## src/rtl/timing_sequencer.sv

```systemverilog
// ---------------------------------------------------------------------------
// timing_sequencer
//
// Instruction phase sequencer for a simple control unit. It steps through the
// fetch (T0), decode (T1), execute (T2) and optional indirect-operand (T3)
// phases, owns the instruction register and the program counter, and parks in
// a HALT state when the halt opcode is decoded.
//
// Ports
//   clk        : single clock, all state changes on its rising edge
//   rst_n      : asynchronous active-low reset
//   mem_data   : memory read data, captured as the instruction word in T0
//   mem_ready  : memory handshake, current memory phase completes this cycle
//   pcadd_en   : PC increment request, honoured only on the T0 exit edge
//   selpc      : PC load (jump) request, honoured only on the last-phase exit
//   resume     : leaves HALT on the next edge
//   T0..T3     : registered one-hot phase strobes (all low in HALT)
//   instr      : instruction register
//   modebits   : instr[31:30]
//   opcode     : instr[29:24]
//   pc         : program counter, the memory address during T0
//   halted     : registered, high while in HALT
//   mode_err   : sticky flag for the illegal addressing mode 2'b11
// ---------------------------------------------------------------------------
module timing_sequencer #(
  parameter int         PC_W    = 8,
  parameter logic [5:0] HALT_OP = 6'b111111
) (
  input  logic            clk,
  input  logic            rst_n,
  input  logic [31:0]     mem_data,
  input  logic            mem_ready,
  input  logic            pcadd_en,
  input  logic            selpc,
  input  logic            resume,
  output logic            T0,
  output logic            T1,
  output logic            T2,
  output logic            T3,
  output logic [31:0]     instr,
  output logic [1:0]      modebits,
  output logic [5:0]      opcode,
  output logic [PC_W-1:0] pc,
  output logic            halted,
  output logic            mode_err
);

  typedef enum logic [2:0] {
    S_T0   = 3'd0,
    S_T1   = 3'd1,
    S_T2   = 3'd2,
    S_T3   = 3'd3,
    S_HALT = 3'd4
  } state_t;

  localparam logic [1:0] MODE_INDIRECT = 2'b10;
  localparam logic [1:0] MODE_ILLEGAL  = 2'b11;

  state_t state;
  state_t state_next;

  // Edge qualifiers: the fetch completes when T0 sees mem_ready, and the
  // instruction completes at the exit of its final phase (T2 for direct
  // modes, T3 for the indirect mode).
  logic fetch_done;
  logic last_done;
  logic is_indirect;

  assign modebits    = instr[31:30];
  assign opcode      = instr[29:24];
  assign is_indirect = (modebits == MODE_INDIRECT);

  assign fetch_done = (state == S_T0) && mem_ready;
  assign last_done  = ((state == S_T2) && mem_ready && !is_indirect) ||
                      ((state == S_T3) && mem_ready);

  // Next-state selection; mode 2'b11 falls through the direct path, which
  // makes it sequence exactly like mode 2'b00.
  always_comb begin
    state_next = state;
    case (state)
      S_T0: begin
        if (mem_ready) state_next = S_T1;
      end
      S_T1: begin
        if (opcode == HALT_OP) state_next = S_HALT;
        else                   state_next = S_T2;
      end
      S_T2: begin
        if (mem_ready) state_next = is_indirect ? S_T3 : S_T0;
      end
      S_T3: begin
        if (mem_ready) state_next = S_T0;
      end
      S_HALT: begin
        if (resume) state_next = S_T0;
      end
      default: state_next = S_T0;
    endcase
  end

  // Strobes and halted are registered copies of the next-state decode, so
  // they change together with the state register and carry no input paths.
  always_ff @(posedge clk or negedge rst_n) begin
    if (!rst_n) begin
      state    <= S_T0;
      T0       <= 1'b1;
      T1       <= 1'b0;
      T2       <= 1'b0;
      T3       <= 1'b0;
      halted   <= 1'b0;
      instr    <= 32'd0;
      pc       <= '0;
      mode_err <= 1'b0;
    end else begin
      state  <= state_next;
      T0     <= (state_next == S_T0);
      T1     <= (state_next == S_T1);
      T2     <= (state_next == S_T2);
      T3     <= (state_next == S_T3);
      halted <= (state_next == S_HALT);

      if (fetch_done) begin
        instr <= mem_data;
      end

      // fetch_done and last_done are mutually exclusive by state, but the
      // load is still given priority so a jump can never be lost.
      if (last_done && selpc) begin
        pc <= instr[PC_W-1:0];
      end else if (fetch_done && pcadd_en) begin
        pc <= pc + PC_W'(1);
      end

      if ((state == S_T1) && (modebits == MODE_ILLEGAL)) begin
        mode_err <= 1'b1;
      end
    end
  end

endmodule
```

## config.mk

```make
export PLATFORM = sky130hd
export DESIGN_NAME = timing_sequencer
export DESIGN_NICKNAME = d
export VERILOG_FILES = /design/src/rtl/timing_sequencer.sv
export SDC_FILE = /design/constraint.sdc
export NUM_CORES = 1
export LEC_CHECK = 0
export ABC_AREA = 1
export BUFFER_PORTS_ARGS = -buffer_cell sky130_fd_sc_hd__clkbuf_2
export CORE_MARGIN = 2
export CORE_UTILIZATION = 51
export CTS_CLUSTER_DIAMETER = 80
export DETAILED_ROUTE_END_ITERATION = 6
export GPL_TIMING_DRIVEN = 0
export PLACE_DENSITY = 0.84
export SLEW_MARGIN = 20
export SYNTH_ARGS = -nofsm -noshare
export SYNTH_HDL_FRONTEND = slang
export SYNTH_SLANG_ARGS = --single-unit
```

## constraint.sdc

```tcl
create_clock -name clk -period 3.45 [get_ports clk]
set_clock_uncertainty 0.2 [all_clocks]
set_input_delay 0.345 -clock clk [delete_from_list [all_inputs] [get_ports clk]]
set_output_delay 0.345 -clock clk [all_outputs]
set_load 0.03 [all_outputs]
```

==> key figures, run 1 <==
Logic synthesis
  – Area fraction of the dominant cell type after synthesis: 53.9%
  – Total nets after synthesis: 297
  – Register bit count reported by yosys: about 50
  – Synth Instances: 258
  – Cells taking the most area after synthesis: dfrtp_1 54%, nand2_1 20%, nand3_1 5.4%
  – Sequential element share of the synthesized area: 55.1%
  – Top cell type by total area after synthesis: dfrtp_1
  – Number of warnings issued by yosys: 0
  – Yosys cell types: 24
  – Synthesized area: 2230 µm²
  – Per-instance average area after synthesis: 8.64 µm²

Finish
  – Post-layout instance area: about 2900 µm²
  – Diodes inserted: 0
  – Synthesis-to-finish area growth: 28.2%
  – Fraction of final layout cells sized beyond drive strength 1: 36.4%
  – Final-layout fill cell count: 355
  – Final layout net count: 395

Global route
  – Met3 capacity usage during global routing: 4.18%
  – Grt met2 use: about a third
  – Number of global-route vias before repair: 1836
  – Pin count of the biggest net entering global routing: 50
  – Initial antenna violation count: 0
  – GRT Util Overall: 21.0%
  – Layer with the highest usage: met2
  – Wire length of the first global-routing pass: 8330 µm
  – Global routing met1 resource utilization: 27.9%
  – Total overflow reported by the global router: 0

Die
  – Die footprint: 4920 µm²
  – Vertical die dimension: 70.1 µm
  – Top Ports: 92
  – Floorplan die width: 70.1 µm
  – Initial core utilization: 51.9%
  – Floorplan core area: 4290 µm²
  – Number of cell rows: 24

Setup path
  – Largest stage delay on the critical path: approximately 460 ps
  – Worst reg-to-reg setup slack: 1930 ps
  – Type of destination of the critical path: output pin
  – Category of the most critical setup path: reg -> out
  – Largest delay share family, worst path: flip-flops
  – Buf+Inv Stages, Crit Path: 2
  – Cell-by-cell listing of the critical path: buf_4, clkbuf_2
  – Slowest-stage cell, CP: dfrtp_1
  – Register-to-Register Path Depth: 6
  – Depth of the critical timing path with buffers and inverters included: 2
  – Biggest fanout along the worst timing path: 6
  – Worst setup SP type: register
  – WP data required: around 2900 ps
  – WP data arrival: 1080 ps

Detailed routing
  – Average detailed-routed wire length per instance: 11.7 µm
  – DRC violation count after routing: 0
  – Overall routed net length: 4770 µm
  – Initial DRC Count: 151
  – Number of antenna-violating nets in the routed design: 0
  – Vias per cell: 4.75
  – Via count: approximately 1900
  – First-pass iteration count of the detailed router: 4

Power and ir drop
  – Leakage Power: 1.67 nW
  – P per Cell Area: a little over 1000 nW/µm²
  – Worst ir drop on vdd: 0.000697 V

Clock tree
  – CTS tree: yes
  – Clk root buf: clkbuf_8
  – Clock transition at the register clock pins on the worst setup and hold paths after CTS: 90 ps
  – Clock tree sinks: 49
  – Maximum clock insertion buffer count: 2
  – TritonCTS Buffers: 5
  – Source-to-sink clock delay at the later pin of the worst-skew pair: 290 ps
  – Post CTS Setup Buffer Count: 0
  – Max H-tree Level: 2

Min path
  – Hold crit path type: in -> reg
  – Hold path cells: 3

Place
  – DP Wirelength: between 3000 and 4000 µm
  – Final RePlAce weighted congestion: 0.852
  – Placed standard-cell area: ~2700 µm²
  – I/O Buffers: 90

Timing
  – Remaining max-slew budget at the tightest pin: between 50% and 60%
  – Slew at the pin closest to its max-slew limit: 654 ps
  – Setup TNS Final: 0 ps
  – Min Tclk post-route: 1630 ps
  – Hold Vio Cnt, Final: 0
  – Setup repair after global routing missed its margin: false
  – Max Fclk: roughly 620 MHz
  – # setup viols final: 0
  – Final number of max-transition violations: 0
  – Final period utilization: roughly 47%

Flow run
  – Max Cap Viol: 0

Run status
  – Run status: finished clean
registers in the layout (all words and copies together) (netlist names):
register,cells
instr,32
T3,1
T0,1
state,3
halted,1
mode_err,1
pc,8
T2,1
T1,1
path summary, 6_finish.rpt:
kind	start	end
max	instr[31]	modebits[1]
min	mem_data[31]	instr[31]
max reg2reg	state[1]	pc[1]
min reg2reg	mode_err	mode_err
max in group asynchronous	rst_n	pc[2]
min in group asynchronous	rst_n	T3
tightest hold or removal path: stages:
cell and delay [ps]:
clkbuf_2 70, nand2_1 40, nand2_1 40
per-stage QoR:
| stage | std cells | power (W) | util (%) | hold WS (ps) | worst slack, ps |
|---|---|---|---|---|---|
| after global routing | 409 | 0.00313 | 66.6 | 36.1 | 1720 |
| after detailed placement | 400 | 0.00258 | 64.0 | 246 | 1910 |
| after floorplan | 258 | 0.00213 | - | -151 | 1920 |
| final | 409 | 0.00292 | 66.6 | 41.1 | 1820 |
| after global placement | 400 | 0.00254 | 63.9 | 260 | 1840 |
| after CTS | 409 | 0.00295 | 66.6 | 34.0 | 1790 |
report_power, final:
part / total (W) / switching (W) / internal (W)
sequential: 0.00105 / 0.000218 / 0.000830
clock: 0.000361 / 0.000180 / 0.000181
combinational: 0.00151 / 0.00104 / 0.000468
synthesized netlist by cell type:
master      n
nand2_1   118
buf_2       3
nor2_8      2
nand2_4     1
nand3_1    24
xor2_1      1
clkbuf_1    1
nand3_4     1
nand2_2     1
and2_1      1
o21bai_1    2
nor2_2      5
ha_1        1
nand3_2     1
a31o_2      1
inv_2       5
dfrtp_1    48
inv_1      10
xnor2_1     2
nor3b_1     1
buf_4      11
dfstp_2     1
nor2_1      7
nand4_1    10
cells in the final DEF (no fill, tap or decap), types with 2 or more instances in the layout:
| cell type | count |
|---|---|
| nor2_1 | 7 |
| dfrtp_1 | 48 |
| nand3_1 | 24 |
| buf_4 | 11 |
| buf_2 | 3 |
| nand4_1 | 10 |
| nor2_2 | 5 |
| o21bai_1 | 2 |
| nor2_8 | 2 |
| clkbuf_2 | 89 |
| clkbuf_8 | 7 |
| inv_2 | 5 |
| xnor2_1 | 2 |
| inv_1 | 10 |
| nand2_1 | 118 |
metal layers:
layer | wire length (µm) | part of all wire, %
met2 | 2360 | 49
met1 | 2120 | 44
met5 | 0 | 0
met3 | 256 | 5.4
met4 | 38 | 0.80
cells by family after synthesis:
family / count (synthesis) / share of synthesized area [%]
and+or+nand+nor: 172 / 35.1
DFF: 49 / 55.1
buffers and inverters: 30 / 7.07
AOI/OAI and AO/OA: 3 / 1.07
xor gates and xnor gates: 3 / 1.18
adders and majority gates: 1 / 0.561
cell type report:
| class | instances | area, µm² | area share, % |
|---|---|---|---|
| multi-input cells | 179 | 845 | 29.5 |
| clock buffers | 7 | 96.3 | 3.37 |
| repair buffers | 91 | 463 | 16.2 |
| inverters | 15 | 56.3 | 1.97 |
| well taps | 52 | 65.1 | 2.28 |
| flip-flops and latches | 49 | 1230 | 42.9 |
| clock inverters | 1 | 5.00 | 0.175 |
| plain buffers | 15 | 101 | 3.54 |
what timing repair did:
action                    4_1_cts  5_1_grt
resized for setup               0        0
hold endpoints to repair       48        0
hold buffers                    1        0
Note: power is estimated with default switching activity, not from simulation.
==> run 2, diff against run 1 <==
--- a/config.mk
+++ b/config.mk
@@ -5,14 +5,14 @@
 export SDC_FILE = /design/constraint.sdc
 export NUM_CORES = 1
 export LEC_CHECK = 0
-export ABC_AREA = 1
+export ABC_AREA = 0
 export BUFFER_PORTS_ARGS = -buffer_cell sky130_fd_sc_hd__clkbuf_2
 export CORE_MARGIN = 2
-export CORE_UTILIZATION = 51
+export CORE_UTILIZATION = 47
 export CTS_CLUSTER_DIAMETER = 80
 export DETAILED_ROUTE_END_ITERATION = 6
 export GPL_TIMING_DRIVEN = 0
-export PLACE_DENSITY = 0.84
+export PLACE_DENSITY = 0.79
 export SLEW_MARGIN = 20
 export SYNTH_ARGS = -nofsm -noshare
 export SYNTH_HDL_FRONTEND = slang
==> constraint.sdc (replaced) <==
create_clock -name clk -period 1.5 [get_ports clk]
set_clock_uncertainty 0.2 [all_clocks]
set_input_delay 0.15 -clock clk [delete_from_list [all_inputs] [get_ports clk]]
set_output_delay 0.15 -clock clk [all_outputs]
set_load 0.03 [all_outputs]
==> key figures, run 2 <==
Finish
  – Final layout net count: 341 (-14%)
  – Core utilization of the finished layout: 78.7% (+12 points)
  – Final-layout fill cell count: 291 (-18%)
  – Diodes inserted: 0 (unchanged)
  – Synthesis-to-finish area growth: 62.4%
  – Largest registers: instr: 32 flops, pc: 8 flops, state: 3 flops
  – Register with the most flip-flops: instr
  – Most common cell after layout, fill and taps aside: clkbuf_2
  – Commonest cells after routing, fill and taps aside: 90 x clkbuf_2, 43 x dfrtp_1, 34 x dlygate4sd3_1
  – Flip-flop count of the largest register, all copies and words added: 32 (unchanged)
  – Fraction of final layout cells sized beyond drive strength 1: 57.4% (+21 points)

Timing
  – # setup viols final: 43 (+43)
  – Hold Vio Cnt, Final: 0 (unchanged)
  – Remaining max-slew budget at the tightest pin: 56.1% (-0.27 points)
  – Setup repair after global routing missed its margin: true
  – Setup TNS Final: -12170 ps (-12170 ps)
  – Final period utilization: 123%
  – Final number of max-transition violations: 0 (unchanged)
  – Slew at the pin closest to its max-slew limit: 659 ps (+4.05 ps)
  – Max Fclk: between 500 and 600 MHz
  – Min Tclk post-route: 1850 ps
  – Post-Route Hold Slack: 104 ps (+62.5 ps)
  – Worst-case setup margin in the final layout: -351 ps (-2180 ps)

Place
  – Pre-CTS setup slack: -388 ps (-2300 ps)
  – Final RePlAce weighted congestion: 0.745 (-12%)
  – I/O Buffers: 91 (+1.1%)
  – DP Wirelength: 3230 µm (-11%)

Power and ir drop
  – Cell-internal power: 0.00427 W (+190%)
  – Leakage Power: 1.69 nW (+0.63%)
  – P per Cell Area: 2290 nW/µm² (+120%)
  – Share of total power consumed by net switching: 45.3% (-4.1 points)
  – Sw Pwr: 0.00353 W (+150%)
  – Seq pwr share: 32.6% (-3.3 points)
  – Clock network fraction of design power: 10.4% (-2.0 points)
  – Worst ir drop on vdd: 0.00135 V (+94%)
  – Power share of the combinational group: 57.0% (+5.3 points)

Clock tree
  – Max H-tree Level: 2 (unchanged)
  – Clk root buf: clkbuf_8
  – Maximum clock insertion buffer count: 2 (unchanged)
  – Source-to-sink clock delay at the later pin of the worst-skew pair: 300 ps (about the same)
  – Clock tree sinks: 49 (unchanged)
  – Clock transition at the register clock pins on the worst setup and hold paths after CTS: 90 ps (about the same)
  – TritonCTS Buffers: 5 (unchanged)
  – CTS tree: yes

Detailed routing
  – Routed length on met2: 3020 µm (+28%)
  – Initial DRC Count: 81 (-46%)
  – DRC violation count after routing: 0 (unchanged)
  – Top layer in use: met4
  – Average detailed-routed wire length per instance: 16.1 µm (+38%)
  – Met1 wire length: 2230 µm (+5.5%)
  – Metal3 WL: 347 µm (+36%)
  – Via count: 1810 (-6.8%)
  – Number of antenna-violating nets in the routed design: 0 (unchanged)
  – First-pass iteration count of the detailed router: 4 (unchanged)
  – Vias per cell: 5.10 (+7.3%)
  – Overall routed net length: 5710 µm (+20%)

Logic synthesis
  – Cells taking the most area after synthesis: dfrtp_1 57%, mux2_2 12%, mux2_1 5.9%
  – Synth Instances: 157 (-39%)
  – Most frequent cell after synthesis: dfrtp_1
  – Top cell type by total area after synthesis: dfrtp_1
  – Most used flip-flop cell after synthesis: dfrtp_1
  – Yosys cell types: 33 (+38%)
  – Register bit count reported by yosys: 49 (unchanged)
  – Most frequent cells after synthesis: 48 x dfrtp_1, 22 x mux2_2, 11 x mux2_1
  – Number of synthesized flops with an enable pin: 0 (unchanged)
  – Area fraction of the dominant cell type after synthesis: 57.3% (+3.4 points)
  – Async SR Flop Fraction: 100% (unchanged)
  – Sequential element share of the synthesized area: 58.6% (+3.5 points)
  – Total nets after synthesis: 196 (-34%)
  – Per-instance average area after synthesis: 13.3 µm² (+54%)
  – Synthesized area: 2100 µm² (-6.0%)
  – Number of warnings issued by yosys: 0 (unchanged)

Flow run
  – Max Cap Viol: 0 (unchanged)

Die
  – Die footprint: 5010 µm² (+1.9%)
  – Top Ports: 92 (unchanged)
  – Number of cell rows: 24 (unchanged)
  – Floorplan core area: 4320 µm² (+0.70%)
  – Vertical die dimension: 70.8 µm (+0.93%)
  – Floorplan die width: 70.8 µm (+0.93%)
  – Initial core utilization: 48.5% (-3.5 points)

Global route
  – Initial antenna violation count: 0 (unchanged)
  – Total overflow reported by the global router: 0 (unchanged)
  – Wire length of the first global-routing pass: 9310 µm (+12%)
  – Pin count of the biggest net entering global routing: 50 (unchanged)
  – Number of global-route vias before repair: 1911 (+4.1%)
  – GRT Util Overall: 23.9% (+2.9 points)

Run status
  – Failing checks: negative setup slack
  – Run status: finished, violations left

Setup path
  – Biggest fanout along the worst timing path: 10 (+4)
  – Worst setup SP type: register
  – WP data arrival: 1840 ps (+760 ps)
  – Type of destination of the critical path: register
  – WP data required: 1490 ps (-1410 ps)
  – Category of the most critical setup path: reg -> reg
  – Worst reg-to-reg setup slack: -350 ps (-2280 ps)

Min path
  – Hold crit path type: in -> reg
==> run 2: path summary, 6_finish.rpt <==
path	endpoint	cells past startpoint	from
worst min register to register	mode_err	1	mode_err
max in group asynchronous	state[2]	2	rst_n
worst max-delay path	instr[10]	5	state[1]
worst max register to register	instr[10]	5	state[1]
min in group asynchronous	mode_err	2	rst_n
worst min-delay path	T3	4	mem_ready
==> run 2: worst max-delay path, stage by stage (launching register included) <==
cell and delay [ps]:
dfrtp_2 450, nor4b_4 310, buf_4 170, buf_8 120
buf_8 150, mux2_2 340
==> run 2: routing by layer <==
| layer | up-vias | track usage [%] |
|---|---|---|
| li1 | 838 | - |
| met1 | 878 | 28.1 |
| met2 | 81 | 42.1 |
| met3 | 13 | 6.55 |
| met4 | 0 | 8.18 |
| met5 | - | 0 |
==> run 2: power groups by stage <==
stage / registers (W) / clock network, W / logic [W]
finish: 0.00254 / 0.000811 / 0.00445
global route: 0.00264 / 0.000891 / 0.00471
CTS: 0.00249 / 0.000835 / 0.00405
detailed placement: 0.00250 / 0 / 0.00368
global placement: 0.00247 / 0 / 0.00360
floorplan: 0.00361 / 0 / 0.00148
==> run 2: logic make-up (layout without fill, tap and decap cells) <==
logic type | after synthesis | after routing | share of synthesized area [%]
flip-flops | 49 | 49 | 58.6
AND/OR/NAND/NOR | 35 | 35 | 10.3
multiplexers | 34 | 34 | 18.2
AO/OA/AOI/OAI | 17 | 17 | 5.67
buffers and inverters | 17 | 163 | 4.95
XOR/XNOR | 4 | 4 | 1.67
adder cells (fa/ha/maj) | 1 | 1 | 0.597
==> run 2: timing repair <==
| item | in CTS | in global routing |
|---|---|---|
| buffers inserted | 7 | 5 |
| endpoints found under the hold margin | 82 | 0 |
| setup endpoints to repair | 43 | 44 |
| hold buffers | 34 | 0 |
| pin swaps | 3 | 6 |
| gates cloned | 0 | 2 |
| gates resized for setup | 21 | 25 |
==> run 2: cell type report <==
type	count	area, µm²	area share [%]
Tap cell	52	65.1	1.91
Buffer	13	133	3.90
Inverter	3	11.3	0.331
Clock buffer	6	82.6	2.43
Timing Repair Buffer	139	946	27.8
Sequential cell	49	1230	36.2
Multi-Input combinational cell	91	918	27.0
Clock inverter	2	13.8	0.404
==> run 2: per-stage QoR <==
step	power, W	std cells	cell area (µm²)
after floorplan	0.00509	157	2140
after global placement	0.00607	300	2660
after detailed placement	0.00617	300	2670
after CTS	0.00738	349	3230
after global routing	0.00824	355	3400
final	0.00780	355	3400
==> run 3, diff against run 2 <==
--- a/config.mk
+++ b/config.mk
@@ -7,6 +7,7 @@
 export LEC_CHECK = 0
 export ABC_AREA = 0
 export BUFFER_PORTS_ARGS = -buffer_cell sky130_fd_sc_hd__clkbuf_2
+export CORE_ASPECT_RATIO = 0.8
 export CORE_MARGIN = 2
 export CORE_UTILIZATION = 47
 export CTS_CLUSTER_DIAMETER = 80
==> key figures, run 3 (synthesized netlist as in run 2, its figures left out) <==
Run status
  – Run status: finished, violations left
  – Failing checks: negative setup slack

Timing
  – Max Fclk: 569 MHz (+5.3%)
  – Final period utilization: 117% (-6.2 points)
  – Min Tclk post-route: 1760 ps (-93.7 ps)
  – Setup TNS Final: -9340 ps (+2830 ps)
  – Worst-case setup margin in the final layout: -258 ps (+93.7 ps)
  – Hold Vio Cnt, Final: 0 (unchanged)
  – # setup viols final: 43 (unchanged)
  – Post-Route Hold Slack: 58.0 ps (-45.6 ps)
  – Slew at the pin closest to its max-slew limit: 629 ps (-29.8 ps)
  – Setup repair after global routing missed its margin: true
  – Final number of max-transition violations: 0 (unchanged)
  – Remaining max-slew budget at the tightest pin: 58.1% (+2.0 points)

Setup path
  – Buf+Inv Stages, Crit Path: 1 (-2)
  – Slowest-stage cell, CP: dfrtp_2
  – Largest stage delay on the critical path: 450 ps (about the same)
  – Worst setup SP type: register
  – Depth of the critical timing path with buffers and inverters included: 5 (unchanged)
  – Largest delay share family, worst path: flip-flops
  – WP data required: 1470 ps (-20 ps)
  – Register-to-Register Path Depth: 5 (unchanged)
  – Cell-by-cell listing of the critical path: nor4b_4, buf_6, nand2_4, mux2i_1, a221o_1
  – Category of the most critical setup path: reg -> reg
  – WP data arrival: 1730 ps (-110 ps)
  – Type of destination of the critical path: register
  – Biggest fanout along the worst timing path: 6 (-4)

Finish
  – Commonest cells after routing, fill and taps aside: 90 x clkbuf_2, 44 x dfrtp_1, 34 x dlygate4sd3_1
  – Flip-flop count of the largest register, all copies and words added: 32 (unchanged)
  – Core utilization of the finished layout: 78.0% (-0.74 points)
  – Register with the most flip-flops: instr
  – Diodes inserted: 0 (unchanged)
  – Largest registers: instr: 32 flops, pc: 8 flops, state: 3 flops
  – Post-layout instance area: 3300 µm² (-3.1%)
  – Most common cell after layout, fill and taps aside: clkbuf_2
  – Synthesis-to-finish area growth: 57.4%
  – Final layout net count: 337 (-1.2%)
  – Fraction of final layout cells sized beyond drive strength 1: 53.8% (-3.6 points)

Detailed routing
  – Vias per cell: 4.96 (-2.7%)
  – Number of antenna-violating nets in the routed design: 0 (unchanged)
  – Via count: 1766 (-2.4%)
  – DRC violation count after routing: 0 (unchanged)
  – Overall routed net length: 5300 µm (-7.2%)
  – First-pass iteration count of the detailed router: 4 (unchanged)
  – Average detailed-routed wire length per instance: 14.9 µm (-7.5%)
  – Initial DRC Count: 69 (-15%)

Global route
  – Met3 capacity usage during global routing: 4.87% (-1.7 points)
  – Pin count of the biggest net entering global routing: 50 (unchanged)
  – Layer with the highest usage: met2
  – Initial antenna violation count: 0 (unchanged)
  – Global routing met1 resource utilization: 26.1% (-2.0 points)
  – Wire length of the first global-routing pass: 8000 µm (-14%)
  – Number of global-route vias before repair: 1686 (-12%)
  – Total overflow reported by the global router: 0 (unchanged)
  – Grt met2 use: 36.0% (-6.1 points)
  – GRT Util Overall: 20.7% (-3.1 points)

Power and ir drop
  – Power share of the combinational group: 56.3% (-0.7 points)
  – Sw Pwr: 0.00338 W (-4.2%)
  – Leakage Power: 1.63 nW (-3.5%)
  – Sum of internal, switching and leakage power: 0.00741 W (-4.9%)
  – Share of total power consumed by net switching: 45.6% (+0.34 points)
  – Worst ir drop on vdd: 0.00145 V (+7.2%)
  – Clock network fraction of design power: 9.8% (-0.6 points)
  – P per Cell Area: 2250 nW/µm² (-1.9%)
  – Cell-internal power: 0.00403 W (-5.5%)
  – Seq pwr share: 33.9% (+1.3 points)

Clock tree
  – Clk root buf: clkbuf_8
  – Clock tree sinks: 49 (unchanged)
  – Maximum clock insertion buffer count: 2 (unchanged)
  – TritonCTS Buffers: 5 (unchanged)
  – CTS tree: yes
  – Source-to-sink clock delay at the later pin of the worst-skew pair: 290 ps (about the same)
  – Max H-tree Level: 2 (unchanged)
  – Clock transition at the register clock pins on the worst setup and hold paths after CTS: 90 ps (about the same)

Die
  – Vertical die dimension: 63.7 µm (-10%)
  – Floorplan die width: 78.7 µm (+11%)
  – Top Ports: 92 (unchanged)
  – Initial core utilization: 49.5% (+1.1 points)
  – Number of cell rows: 21 (-13%)
  – Die footprint: 5010 µm² (about the same)
  – Floorplan core area: 4230 µm² (-2.2%)

Place
  – Placed standard-cell area: 2670 µm² (+0.23%)
  – Final RePlAce weighted congestion: 0.834 (+12%)
  – DP Wirelength: 3030 µm (-6.4%)
  – I/O Buffers: 91 (unchanged)

Min path
  – Hold crit path type: in -> reg
  – Hold path cells: 4 (unchanged)

Flow run
  – Max Cap Viol: 0 (unchanged)
-- run 3: changes by cell type in the layout (fill, tap and decap cells not counted), moves of 2 or more --
| cell | change |
|---|---|
| clkbuf_1 | +2 |
| mux2_1 | +4 |
| buf_4 | -4 |
| mux2_4 | -5 |
| buf_6 | +2 |
-- run 3: path summary, 6_finish.rpt --
kind                       slack, ps       from  endpoint
max in group asynchronous        380      rst_n  state[1]
hold / removal                    60  mem_ready        T3
hold reg to reg                  280   mode_err  mode_err
setup / recovery                -260   state[2]     pc[7]
setup reg to reg                -260   state[2]     pc[7]
min in group asynchronous        270      rst_n     pc[5]
-- run 3: stage by stage --
stage                     std cells  setup WS [ps]
final                           356           -258
after global routing            356           -317
after CTS                       352           -270
after detailed placement        305           -350
after global placement          305           -341
after floorplan                 157           -180
-- run 3: per-layer routing --
metal,up-vias,part of all wire [%]
li1,836,-
met1,866,41
met2,60,53
met3,4,5.7
met4,0,0.59
met5,-,0
-- run 3: layout make-up --
class / instances / area (µm²)
plain buffers: 14 / 136
clock buffers: 7 / 76.3
clock inverters: 1 / 7.51
fillers: 265 / 932
inverters: 3 / 11.3
multi-input cells: 91 / 876
flip-flops and latches: 49 / 1230
well taps: 57 / 71.3
repair buffers: 134 / 887
-- run 3: power groups by stage --
stage          clock network, W  registers (W)  logic [W]
4_1_cts                0.000759        0.00247    0.00391
2_1_floorplan                 0        0.00361    0.00148
3_3_place_gp                  0        0.00247    0.00361
5_1_grt                0.000818        0.00261    0.00439
6_report               0.000727        0.00251    0.00417
3_5_place_dp                  0        0.00249    0.00365
-- run 3: tightest hold or removal path, stage by stage --
cell and delay [ps]:
clkbuf_2 110, inv_1 70, a21oi_1 100, nor2_1 90
-- run 3: timing repair --
item                                   4_1_cts  5_1_grt
buffers inserted                             5        3
setup endpoints to repair                   43       44
endpoints found under the hold margin       81        0
gates cloned                                 0        1
hold buffers                                34        0
pin swaps                                    2        4
resized for setup                           15       16
